File: src/rtl/rocketcpu_uart_core.sv
// 8N1 UART engine: TX shifter, mid-bit sampling RX with FIFO, programmable
// baud divider and sticky frame/overrun flags behind a simple register port.
module rocketcpu_uart_core #(
  parameter int DEFAULT_DIV   = 104,
  parameter int RX_FIFO_DEPTH = 16
) (
  input  logic        i_wb_clk,
  input  logic        reset,
  output logic        ser_tx,
  input  logic        ser_rx,
  input  logic [3:0]  reg_div_we,
  input  logic [31:0] reg_div_di,
  output logic [31:0] reg_div_do,
  input  logic        reg_dat_we,
  input  logic        reg_dat_re,
  input  logic [31:0] reg_dat_di,
  output logic [31:0] reg_dat_do,
  output logic        reg_dat_wait
);

  localparam int AW = $clog2(RX_FIFO_DEPTH);

  typedef enum logic [1:0] {RX_IDLE, RX_START, RX_DATA, RX_STOP} rx_state_t;

  logic [15:0] div_q;
  logic        frame_err_q, overrun_q;
  logic [15:0] per;

  // Bit period never drops below 2 so the half-bit count is at least 1.
  assign per = (div_q < 16'd2) ? 16'd2 : div_q;

  // ---------------- TX ----------------
  logic        tx_busy_q, ser_tx_q;
  logic [9:0]  tx_shift_q;
  logic [15:0] tx_cnt_q;
  logic [3:0]  tx_bit_q;
  logic        tx_last, tx_busy, tx_accept;

  // The last clock of the stop bit counts as free so a queued write starts
  // its start bit right as the stop bit ends.
  assign tx_last      = tx_busy_q && (tx_cnt_q == 16'd0) && (tx_bit_q == 4'd9);
  assign tx_busy      = tx_busy_q && !tx_last;
  assign tx_accept    = reg_dat_we && !tx_busy;
  assign reg_dat_wait = reg_dat_we && tx_busy;
  assign ser_tx       = ser_tx_q;

  always_ff @(posedge i_wb_clk) begin
    if (reset) begin
      ser_tx_q   <= 1'b1;
      tx_busy_q  <= 1'b0;
      tx_shift_q <= '1;
      tx_cnt_q   <= '0;
      tx_bit_q   <= '0;
    end else if (tx_accept) begin
      tx_shift_q <= {1'b1, reg_dat_di[7:0], 1'b0};
      ser_tx_q   <= 1'b0;
      tx_cnt_q   <= per - 16'd1;
      tx_bit_q   <= '0;
      tx_busy_q  <= 1'b1;
    end else if (tx_busy_q) begin
      if (tx_cnt_q == 16'd0) begin
        if (tx_bit_q == 4'd9) begin
          tx_busy_q <= 1'b0;
          ser_tx_q  <= 1'b1;
        end else begin
          tx_bit_q   <= tx_bit_q + 4'd1;
          tx_shift_q <= {1'b1, tx_shift_q[9:1]};
          ser_tx_q   <= tx_shift_q[1];
          tx_cnt_q   <= per - 16'd1;
        end
      end else begin
        tx_cnt_q <= tx_cnt_q - 16'd1;
      end
    end
  end

  // ---------------- RX ----------------
  rx_state_t   rx_state_q;
  logic [1:0]  rx_sync_q;
  logic [15:0] rx_cnt_q;
  logic [2:0]  rx_bit_q;
  logic [7:0]  rx_data_q;
  logic        rx_push_q, rx_ferr_q;
  logic        rx_in, rx_tick;

  assign rx_in   = rx_sync_q[1];
  assign rx_tick = (rx_cnt_q <= 16'd1);

  always_ff @(posedge i_wb_clk) begin
    if (reset) begin
      rx_sync_q  <= 2'b11;
      rx_state_q <= RX_IDLE;
      rx_cnt_q   <= '0;
      rx_bit_q   <= '0;
      rx_data_q  <= '0;
      rx_push_q  <= 1'b0;
      rx_ferr_q  <= 1'b0;
    end else begin
      rx_sync_q <= {rx_sync_q[0], ser_rx};
      rx_push_q <= 1'b0;
      rx_ferr_q <= 1'b0;
      case (rx_state_q)
        RX_IDLE: if (!rx_in) begin
          rx_cnt_q   <= {1'b0, per[15:1]};
          rx_state_q <= RX_START;
        end
        RX_START: if (rx_tick) begin
          if (rx_in) rx_state_q <= RX_IDLE;
          else begin
            rx_cnt_q   <= per;
            rx_bit_q   <= '0;
            rx_state_q <= RX_DATA;
          end
        end else rx_cnt_q <= rx_cnt_q - 16'd1;
        RX_DATA: if (rx_tick) begin
          rx_data_q <= {rx_in, rx_data_q[7:1]};
          rx_cnt_q  <= per;
          rx_bit_q  <= rx_bit_q + 3'd1;
          if (rx_bit_q == 3'd7) rx_state_q <= RX_STOP;
        end else rx_cnt_q <= rx_cnt_q - 16'd1;
        RX_STOP: if (rx_tick) begin
          rx_push_q  <= rx_in;
          rx_ferr_q  <= !rx_in;
          rx_state_q <= RX_IDLE;
        end else rx_cnt_q <= rx_cnt_q - 16'd1;
        default: rx_state_q <= RX_IDLE;
      endcase
    end
  end

  // ---------------- RX FIFO ----------------
  logic [7:0]    fifo_mem_q [RX_FIFO_DEPTH];
  logic [AW-1:0] wr_ptr_q, rd_ptr_q;
  logic [AW:0]   count_q;
  logic          fifo_empty, fifo_full, pop, push, ovr_set;

  assign fifo_empty = (count_q == '0);
  assign fifo_full  = (count_q == (AW+1)'(RX_FIFO_DEPTH));
  assign pop        = reg_dat_re && !fifo_empty;
  assign push       = rx_push_q && (!fifo_full || pop);
  assign ovr_set    = rx_push_q && fifo_full && !pop;
  assign reg_dat_do = fifo_empty ? 32'hFFFF_FFFF : {24'b0, fifo_mem_q[rd_ptr_q]};

  always_ff @(posedge i_wb_clk) begin
    if (push) fifo_mem_q[wr_ptr_q] <= rx_data_q;
  end

  always_ff @(posedge i_wb_clk) begin
    if (reset) begin
      wr_ptr_q <= '0;
      rd_ptr_q <= '0;
      count_q  <= '0;
    end else begin
      if (push) wr_ptr_q <= wr_ptr_q + 1'b1;
      if (pop)  rd_ptr_q <= rd_ptr_q + 1'b1;
      case ({push, pop})
        2'b10:   count_q <= count_q + 1'b1;
        2'b01:   count_q <= count_q - 1'b1;
        default: count_q <= count_q;
      endcase
    end
  end

  // ---------------- Divider / status ----------------
  always_ff @(posedge i_wb_clk) begin
    if (reset) begin
      div_q       <= 16'(DEFAULT_DIV);
      frame_err_q <= 1'b0;
      overrun_q   <= 1'b0;
    end else begin
      if (reg_div_we[0]) div_q[7:0]  <= reg_div_di[7:0];
      if (reg_div_we[1]) div_q[15:8] <= reg_div_di[15:8];
      frame_err_q <= rx_ferr_q | (frame_err_q & ~reg_div_we[3]);
      overrun_q   <= ovr_set   | (overrun_q   & ~reg_div_we[3]);
    end
  end

  assign reg_div_do = {frame_err_q, overrun_q, 14'b0, div_q};

  logic unused_bits;
  assign unused_bits = ^{reg_div_di[31:16], reg_div_we[2], reg_dat_di[31:8]};

endmodule

File: config.mk
export PLATFORM = sky130hd
export DESIGN_NAME = rocketcpu_uart_core
export DESIGN_NICKNAME = d
export VERILOG_FILES = /design/src/rtl/rocketcpu_uart_core.sv
export SDC_FILE = /design/constraint.sdc
export NUM_CORES = 1
export LEC_CHECK = 0
export ABC_AREA = 1
export ABC_CLOCK_PERIOD_IN_PS = 3300
export CAP_MARGIN = 25
export CORE_UTILIZATION = 55
export CTS_CLUSTER_SIZE = 28
export DETAILED_ROUTE_END_ITERATION = 10
export PLACE_DENSITY = 0.9
export SLEW_MARGIN = 20
export SYNTH_ARGS = -nofsm -noshare
export SYNTH_HDL_FRONTEND = slang
export SYNTH_SLANG_ARGS = --single-unit
File: constraint.sdc
create_clock -name i_wb_clk -period 3.3 [get_ports i_wb_clk]
set_input_delay 0.99 -clock i_wb_clk [delete_from_list [all_inputs] [get_ports i_wb_clk]]
set_output_delay 0.99 -clock i_wb_clk [all_outputs]
set_load 0.05 [all_outputs]
* Word level (Yosys, flattened, before mapping)
Memories as Yosys holds them, arrays and structs flattened. A register that Yosys moved wholly into a read port is not among the register bits.
Cells that the tools add are included.
** Operators by class
- Div/mod/pow operators :: 0
- Add/sub/neg operators :: 9
- Multiplexer cells :: 40
- Reduce and logical (&&, ||, !) cells :: 33
- Multiply operators :: 0
- Bitwise gates (word level) :: 8
- $lt $le $gt $ge :: 2
- Shift-type cells :: 0
- Equality and inequality tests :: 18
** Operator list (number)
- 16-bit 2-to-1 mux :: 10
- 16-bit case mux with 4 select lines :: 1
- 16-bit by 1-bit subtractor with 16-bit output (second input constant) :: 3
- 9-bit 2-to-1 mux :: 4
- 32-bit 2-to-1 mux :: 1
- 16-bit by 1-bit <= comparator with 1-bit output (second input constant) :: 1
- 16-bit zero test :: 1
- 16-bit by 2-bit less-than comparator with 1-bit output (second input constant) :: 1
- 2-bit inequality test (second input constant) :: 8
- 4-bit by 1-bit adder with 4-bit output (second input constant) :: 3
- 2-bit 2-to-1 mux :: 6
- 1-bit 2-to-1 mux :: 10
- 5-bit case mux with 2 select lines :: 1
- 1-bit logical AND :: 9
- 3-bit 2-to-1 mux :: 3
- 3-bit AND reduction :: 3
- 4-bit 2-to-1 mux :: 2
- 2-bit case mux with 4 select lines :: 1
- 2-bit nonzero test :: 4
- 2-bit equality test (second input constant) :: 3
- 1-bit zero test :: 6
- 3-bit inequality test (second input constant) :: 2
- 3-bit case mux with 2 select lines :: 1
- 2-bit AND reduction :: 3
- other kinds (17) :: 23
** Storage, ports and cells
- Memory bits (writable) :: 128
- Flip-flop bits (word level) :: 95
- Memory bits (read-only) :: 0
- Memories kept :: 1
- Latch bits :: 0
** Memories
- fifo_mem_q :: depth 16, bits a word 8, read ports 1, clocked after memory_dff 1, write ports 1, line 132 : logic [7:0] fifo_mem_q [RX_FIFO_DEPTH];

* Logic depth before layout (Yosys ltp)
Gate-level depths: netlist (run 1).
- Depth after elaboration :: 9
- Depth in mapped cells :: 16
- Gate-level depth less buffers :: 16

* Least setup slack after synthesis (run 1)
No wires, ideal clock.
- Path kind :: input to output
- Start point :: input port reg_dat_we
- End point :: output port reg_dat_wait
- Stages on the path :: 3
- Slack :: 400 ps
- Data required time :: 2310 ps
- Arrival :: 1910 ps
- Path through :: buf_2 > inv_1 > nor2_1
** Between the ends
- Cells in the longest elaborated chain, start to end :: 1
** Ends and longest elaborated chain
- start: declaration :: line 14 : input logic reg_dat_we,
- 1-bit logical AND :: line 44 : assign reg_dat_wait = reg_dat_we && tx_busy;
- end: declaration :: line 18 : output logic reg_dat_wait
No other way between the ends.

* Final worst setup path (run 1)
- Start point :: register tx_cnt_q[0]
- End point :: output port reg_dat_wait
** Between the ends
- Cells in the longest elaborated chain, start to end :: 6
** Ends and longest elaborated chain
- start: declaration :: line 35 : logic [15:0] tx_cnt_q;
- start signal: assignment :: line 57 : tx_cnt_q <= per - 16'd1;
- start signal: assignment :: line 69 : tx_cnt_q <= per - 16'd1;
- start signal: assignment :: line 72 : tx_cnt_q <= tx_cnt_q - 16'd1;
- 16-bit zero test :: line 41 : assign tx_last = tx_busy_q && (tx_cnt_q == 16'd0) && (tx_bit_q == 4'd9);
- 1-bit logical AND (2 in series) :: line 41
- 1-bit zero test :: line 42 : assign tx_busy = tx_busy_q && !tx_last;
- 1-bit logical AND :: line 42
- 1-bit logical AND :: line 44
No other way between the ends.

==> flow_metrics.py, run 1 <==
metrics = {
    "power": {
        "powerDensity_nw_per_um2": 1020,
        "totalPowerFinal_mw": 13.6,
        "ir_drop_uv": 881,
        "p_leak_nw": 5.28,
    },
    "logic_synthesis": {
        "synth_cells": 1241,
        "yosysWarnings": 0,
        "mappedNetlistArea_um2": 11200,
        "synth_flop_cell": "edfxtp_1",
        "yosys.area.top_type": "edfxtp_1",
        "ys_types": 42,
        "synthTopCellsByArea": "edfxtp_1 (34%), dfxtp_1 (18%), nand2_1 (7.7%), nor2_1 (5.7%), nand3_1 (4.9%)",
        "synth_top_area_share_pct": 34.4,
        "yosys.cell_count.top_type": "nand2_1",
        "synth_edf_count": 128,
        "async_reset_ff_share_pct": 0,
        "avgSynthCellArea_um2": 9.00,
        "synth_common_cells": "nand2_1 (229), nor2_1 (171), edfxtp_1 (128)",
        "ys_ff_latch": 226,
        "synth-seq-area-share_pct": 52.0,
    },
    "global_route": {
        "use_met1_pct": 30.3,
        "grt_pass1_wl_um": 40900,
        "use_met3_pct": 4.01,
        "grt_max_degree": 65,
        "antenna_found_initial": 0,
        "top_usage_layer": "met2",
        "grt_overflow": 0,
        "grt_use_total_pct": 24.9,
        "use_met2_pct": 43.6,
        "grt_pass1_vias": 8471,
    },
    "routing": {
        "drtIter0Drc": 757,
        "via_per_inst": 5.68,
        "vias": 9097,
        "ant_nets": 0,
        "drc": 0,
        "wire_per_inst_um": 16.2,
        "drt_pre_antenna_iters": 6,
        "totalWireLength_um": 25900,
    },
    "cts": {
        "htree_levels": 1,
        "cts_root_buf": "clkbuf_16",
        "cts_made_buffers": 24,
        "cts_tree": "done",
        "ctsHoldBuffers": 0,
        "clk_pin_slew_worst_paths_ns": 0.06,
        "clock_latency_ns": 0.53,
        "clk_path_buf_depth": 3,
        "numClockSinks": 226,
    },
    "critical_path": {
        "cp-start-kind": "register",
        "path_cells": "inv_1 > ha_1 > nand3_2 > nor2_4 > nand2_2 > o21ai_2 > buf_4 > nor2_1 > buf_12",
        "cpPeakStageDelay_ns": 0.33,
        "critical_path_peak_fanout": 11,
        "crit_arrival_ns": 2.21,
        "cp-end-kind": "output pin",
        "cp_slowest_cell": "dfxtp_1",
        "cp.required_ns": 2.31,
        "path_class": "register to output pin",
    },
    "timing": {
        "period_share_pct": 96.8,
        "hold_viol_final": 0,
        "skew_ns": 0.0139,
        "post-route-min-period_ns": 3.20,
        "max_freq_ghz": 0.313,
        "drv_slew": 0,
        "slew-limit-headroom_pct": 50.8,
        "rsz0062_at_grt": "no",
        "finalWorstSetupSlack_ns": 0.104,
        "finalSetupViolCount": 0,
        "worst_pin_slew_ns": 0.737,
        "tns_ns": 0,
    },
    "die": {
        "rows": 51,
        "io_pins": 139,
        "coreArea_um2": 19700,
        "start_util_pct": 56.7,
        "chipWidth_um": 145,
        "dieArea_um2": 20900,
        "dieHeight_um": 145,
    },
    "cells_and_area": {
        "utilization_pct": 67.7,
        "drive_above_1_share_pct": 12.4,
        "fin_nets": 1414,
        "multi_input_area_um2": 4540,
        "area_growth_pct": 19.5,
        "fill_cells": 1421,
        "diodes": 0,
        "final_area_um2": 13400,
        "seqCellArea_um2": 5810,
    },
    "placed_design": {
        "dpl_worst_slack_ns": -0.00809,
        "hpwl_um": 17500,
        "place.gp.congestion": 0.920,
        "io_buffers": 83,
        "place_area_um2": 12500,
    },
    "job": {
        "max_cap_viol_count": 0,
    },
    "min_path": {
        "holdCritPathClass": "register to register",
    },
    "run_status": {
        "status": "finished clean",
    },
}
logic make-up (layout without fill, tap and decap cells):
family | after synthesis | count (layout) | share of synthesized area, %
AOI/OAI and AO/OA | 184 | 184 | 10.1
xor gates and xnor gates | 27 | 27 | 2.12
adders and majority gates | 23 | 23 | 2.64
buffers and inverters | 177 | 259 | 7.85
DFF | 226 | 226 | 52.0
muxes | 32 | 32 | 2.87
other | 1 | 14 | 0.0336
and+or+nand+nor | 571 | 571 | 22.5
sequential cells by signal, indices dropped and copies added (netlist names), 2 cells and up, named ones only:
register,cells
fifo_mem_q,128
div_q,16
rx_cnt_q,16
tx_cnt_q,16
rx_data_q,8
tx_shift_q,8
count_q,5
rd_ptr_q,4
tx_bit_q,4
wr_ptr_q,4
rx_bit_q,3
rx_sync_q,2
routing by layer:
layer  up-vias  part of all wire [%]
li1       4327                     -
met1      4260                    40
met2       429                    49
met3        81                   7.7
met4         0                   3.5
met5         -                     0
critical path, delay by kind of cell, from the launching register on:
family	cells	cell delay (ns)
AOI/OAI and AO/OA	1	0.12
adders and majority gates	1	0.26
buffers and inverters	3	0.45
DFF	1	0.33
and+or+nand+nor	4	0.54
cells in the final DEF (no fill, tap or decap), types with 15 or more instances in the layout:
master	n
ha_1	22
clkbuf_16	24
inv_1	87
a21oi_2	15
nand2_1	228
dfxtp_1	97
nand3_1	109
nor2_1	171
mux2i_1	32
o221ai_1	32
buf_4	34
a21oi_1	39
clkdlybuf4s50_1	50
edfxtp_1	128
o21ai_0	77
xor2_1	18
buf_12	35
per-stage QoR:
| step | hold WS [ns] | instances |
|---|---|---|
| final | 0.441 | 1601 |
| after CTS | 0.441 | 1598 |
| after floorplan | 0.389 | 1254 |
| after global routing | 0.450 | 1601 |
| after global placement | 0.391 | 1552 |
| after detailed placement | 0.411 | 1552 |
area by class of cell:
cell class              count  share of cell area, %
well taps                 265                   2.48
multi-input cells         851                   34.0
clock buffers              30                   4.82
inverters                  94                   2.67
flip-flops and latches    226                   43.5
repair buffers            121                   11.1
clock inverters            14                   1.42
where the power goes:
| group | leakage, nW | internal, mW | switching, mW |
|---|---|---|---|
| sequential | 1.99 | 3.20 | 0.281 |
| clock | 0.410 | 1.70 | 1.10 |
| combinational | 2.88 | 2.91 | 4.44 |
| total | 5.28 | 7.81 | 5.82 |
timing repair:
action / 4_1_cts / 5_1_grt
gates resized for setup: 3 / 2
endpoints found under the hold margin: 0 / 0
cloned: 0 / 0
setup buffers: 2 / 3
setup endpoints to repair: 8 / 32
worst paths after layout:
check                                         startpoint                      end  slack [ns]  depth (start not counted)
worst max-delay path            tx_cnt_q[0]$_SDFFE_PP0P_             reg_dat_wait        0.10                          9
worst max register to register   count_q[0]$_SDFFE_PP0P_  count_q[4]$_SDFFE_PP0P_        0.75                         16
worst min-delay path             rx_sync_q[0]$_SDFF_PP1_  rx_sync_q[1]$_SDFF_PP1_        0.44                          1
worst min register to register   rx_sync_q[0]$_SDFF_PP1_  rx_sync_q[1]$_SDFF_PP1_        0.44                          1
No activity file was read; power rests on OpenSTA's default activity.
==> run 2, diff against run 1 <==
- ABC_CLOCK_PERIOD_IN_PS: 3300 -> 3500
- clock period: 3.3 -> 3.5 ns (I/O delays scaled with it)
==> flow_metrics.py, run 2 (same netlist as run 1, synthesis figures left out) <==
metrics = {
    "global_route": {
        "use_met2_pct": 45.0,
        "grt_use_total_pct": 25.5,
        "use_met3_pct": 3.54,
        "grt_pass1_wl_um": 41900,
        "grt_pass1_vias": 8556,
        "antenna_found_initial": 0,
        "grt_max_degree": 65,
        "grt_overflow": 0,
        "use_met1_pct": 31.7,
        "top_usage_layer": "met2",
    },
    "cts": {
        "cts_tree": "done",
        "clk_pin_slew_worst_paths_ns": 0.06,
        "clock_latency_ns": 0.53,
        "htree_levels": 1,
        "numClockSinks": 226,
        "cts_root_buf": "clkbuf_16",
        "clk_path_buf_depth": 3,
        "cts_made_buffers": 23,
        "ctsHoldBuffers": 0,
    },
    "timing": {
        "tns_ns": 0,
        "drv_slew": 0,
        "max_freq_ghz": 0.300,
        "finalSetupViolCount": 0,
        "rsz0062_at_grt": "no",
        "post-route-min-period_ns": 3.34,
        "skew_ns": 0.0135,
        "worst_pin_slew_ns": 0.700,
        "period_share_pct": 95.4,
        "hold_viol_final": 0,
        "slew-limit-headroom_pct": 53.2,
    },
    "job": {
        "max_cap_viol_count": 0,
    },
    "cells_and_area": {
        "fill_cells": 1483,
        "regMostFlops": "fifo_mem_q",
        "diodes": 0,
        "area_growth_pct": 15.7,
        "mostFrequentLayoutCell": "nand2_1",
        "final_area_um2": 12900,
        "layout_common_cells": "nand2_1 (229), nor2_1 (171), edfxtp_1 (128), nand3_1 (109), dfxtp_1 (97)",
        "fin_nets": 1405,
        "largest_reg_flops": 128,
        "drive_above_1_share_pct": 11.6,
    },
    "critical_path": {
        "critical_path_peak_fanout": 47,
        "cpPeakStageDelay_ns": 0.38,
        "cp_common_cell": "nand3_1",
        "critPathBufInv": 2,
        "cp.required_ns": 2.45,
        "crit_arrival_ns": 2.29,
        "path_cells": "buf_6 > o21ai_0 > o221ai_1 > nand3_1 > nand3_1 > buf_12",
        "cp-end-kind": "output pin",
        "cp-start-kind": "register",
        "path_class": "register to output pin",
        "cp_top_family": "buffers and inverters",
        "cp_slowest_cell": "buf_6",
    },
    "die": {
        "chipWidth_um": 145,
        "coreArea_um2": 19700,
        "dieHeight_um": 145,
        "dieArea_um2": 20900,
        "io_pins": 139,
        "rows": 51,
        "start_util_pct": 56.7,
    },
    "min_path": {
        "holdCritPathClass": "register to register",
    },
    "routing": {
        "drc": 0,
        "totalWireLength_um": 26000,
        "drt_pre_antenna_iters": 5,
        "vias": 8960,
        "wire_per_inst_um": 16.4,
        "via_per_inst": 5.63,
        "drtIter0Drc": 661,
        "ant_nets": 0,
    },
    "placed_design": {
        "hpwl_um": 17500,
        "place_area_um2": 12100,
        "place.gp.congestion": 0.894,
        "io_buffers": 83,
    },
    "power": {
        "ir_drop_uv": 864,
        "p_leak_nw": 5.12,
        "powerDensity_nw_per_um2": 900,
    },
    "run_status": {
        "status": "finished clean",
    },
}
run 2: changes by cell type in the layout (fill, tap and decap cells not counted), moves of 2 or more:
cell	delta
bufinv_16	-2
clkbuf_8	+3
buf_4	+17
buf_12	-24
run 2: worst register-to-register path, stage by stage (launching register included):
cell	delay (ns)
dfxtp_1	0.37
inv_1	0.09
nand4_1	0.09
inv_1	0.07
nand2_1	0.16
nand2_1	0.11
inv_1	0.14
ha_1	0.26
inv_1	0.11
fa_1	0.42
nor2_1	0.16
a211oi_1	0.08
nand2_1	0.07
nand2_1	0.06
o21ai_0	0.15
nand2_1	0.08
nor2_1	0.08
run 2: layout make-up:
class | instances | area (um2) | area share (%)
flip-flops and latches | 226 | 5810 | 44.9
inverters | 94 | 353 | 2.73
multi-input cells | 851 | 4550 | 35.2
well taps | 265 | 332 | 2.56
repair buffers | 113 | 1110 | 8.62
clock inverters | 11 | 121 | 0.939
clock buffers | 31 | 656 | 5.07
run 2: report_power, final:
| part | internal, mW | switching (mW) |
|---|---|---|
| sequential | 3.02 | 0.251 |
| combinational | 1.90 | 3.98 |
| clock | 1.47 | 1.03 |
run 2: path summary, 6_finish.rpt:
check	from	end	slack, ns	cells after the start
worst max-delay path	register	reg_dat_do[2]	0.16	6
worst min-delay path	rx_sync_q[0]$_SDFF_PP1_	rx_sync_q[1]$_SDFF_PP1_	0.41	1
worst max register to register	count_q[1]$_SDFFE_PP0P_	count_q[4]$_SDFFE_PP0P_	0.96	16
worst min register to register	rx_sync_q[0]$_SDFF_PP1_	rx_sync_q[1]$_SDFF_PP1_	0.41	1
run 2: layer usage:
metal  part of all wire (%)  vias up  routed length, um
met4                    2.6        0                681
met5                      0        -                  0
met3                    7.0       63               1820
met2                     50      377              13000
li1                       -     4307                  -
met1                     40     4213              10500
run 2: through the flow:
stage / hold WS [ns] / setup slack (ns) / total power, mW / instances / util [%]
after CTS: 0.411 / 0.00246 / 11.6 / 1591 / 65.5
after global placement: 0.392 / 0.157 / 8.95 / 1549 / 61.6
after detailed placement: 0.397 / 0.104 / 9.11 / 1549 / 61.6
after floorplan: 0.389 / 0.480 / 7.91 / 1254 / -
after global routing: 0.422 / 0.0648 / 12.2 / 1591 / 65.6
final: 0.408 / 0.162 / 11.6 / 1591 / 65.6
run 2: repair_timing:
item,4_1_cts,5_1_grt
setup endpoints to repair,0,9
gates resized for setup,0,2
buffers inserted,0,0
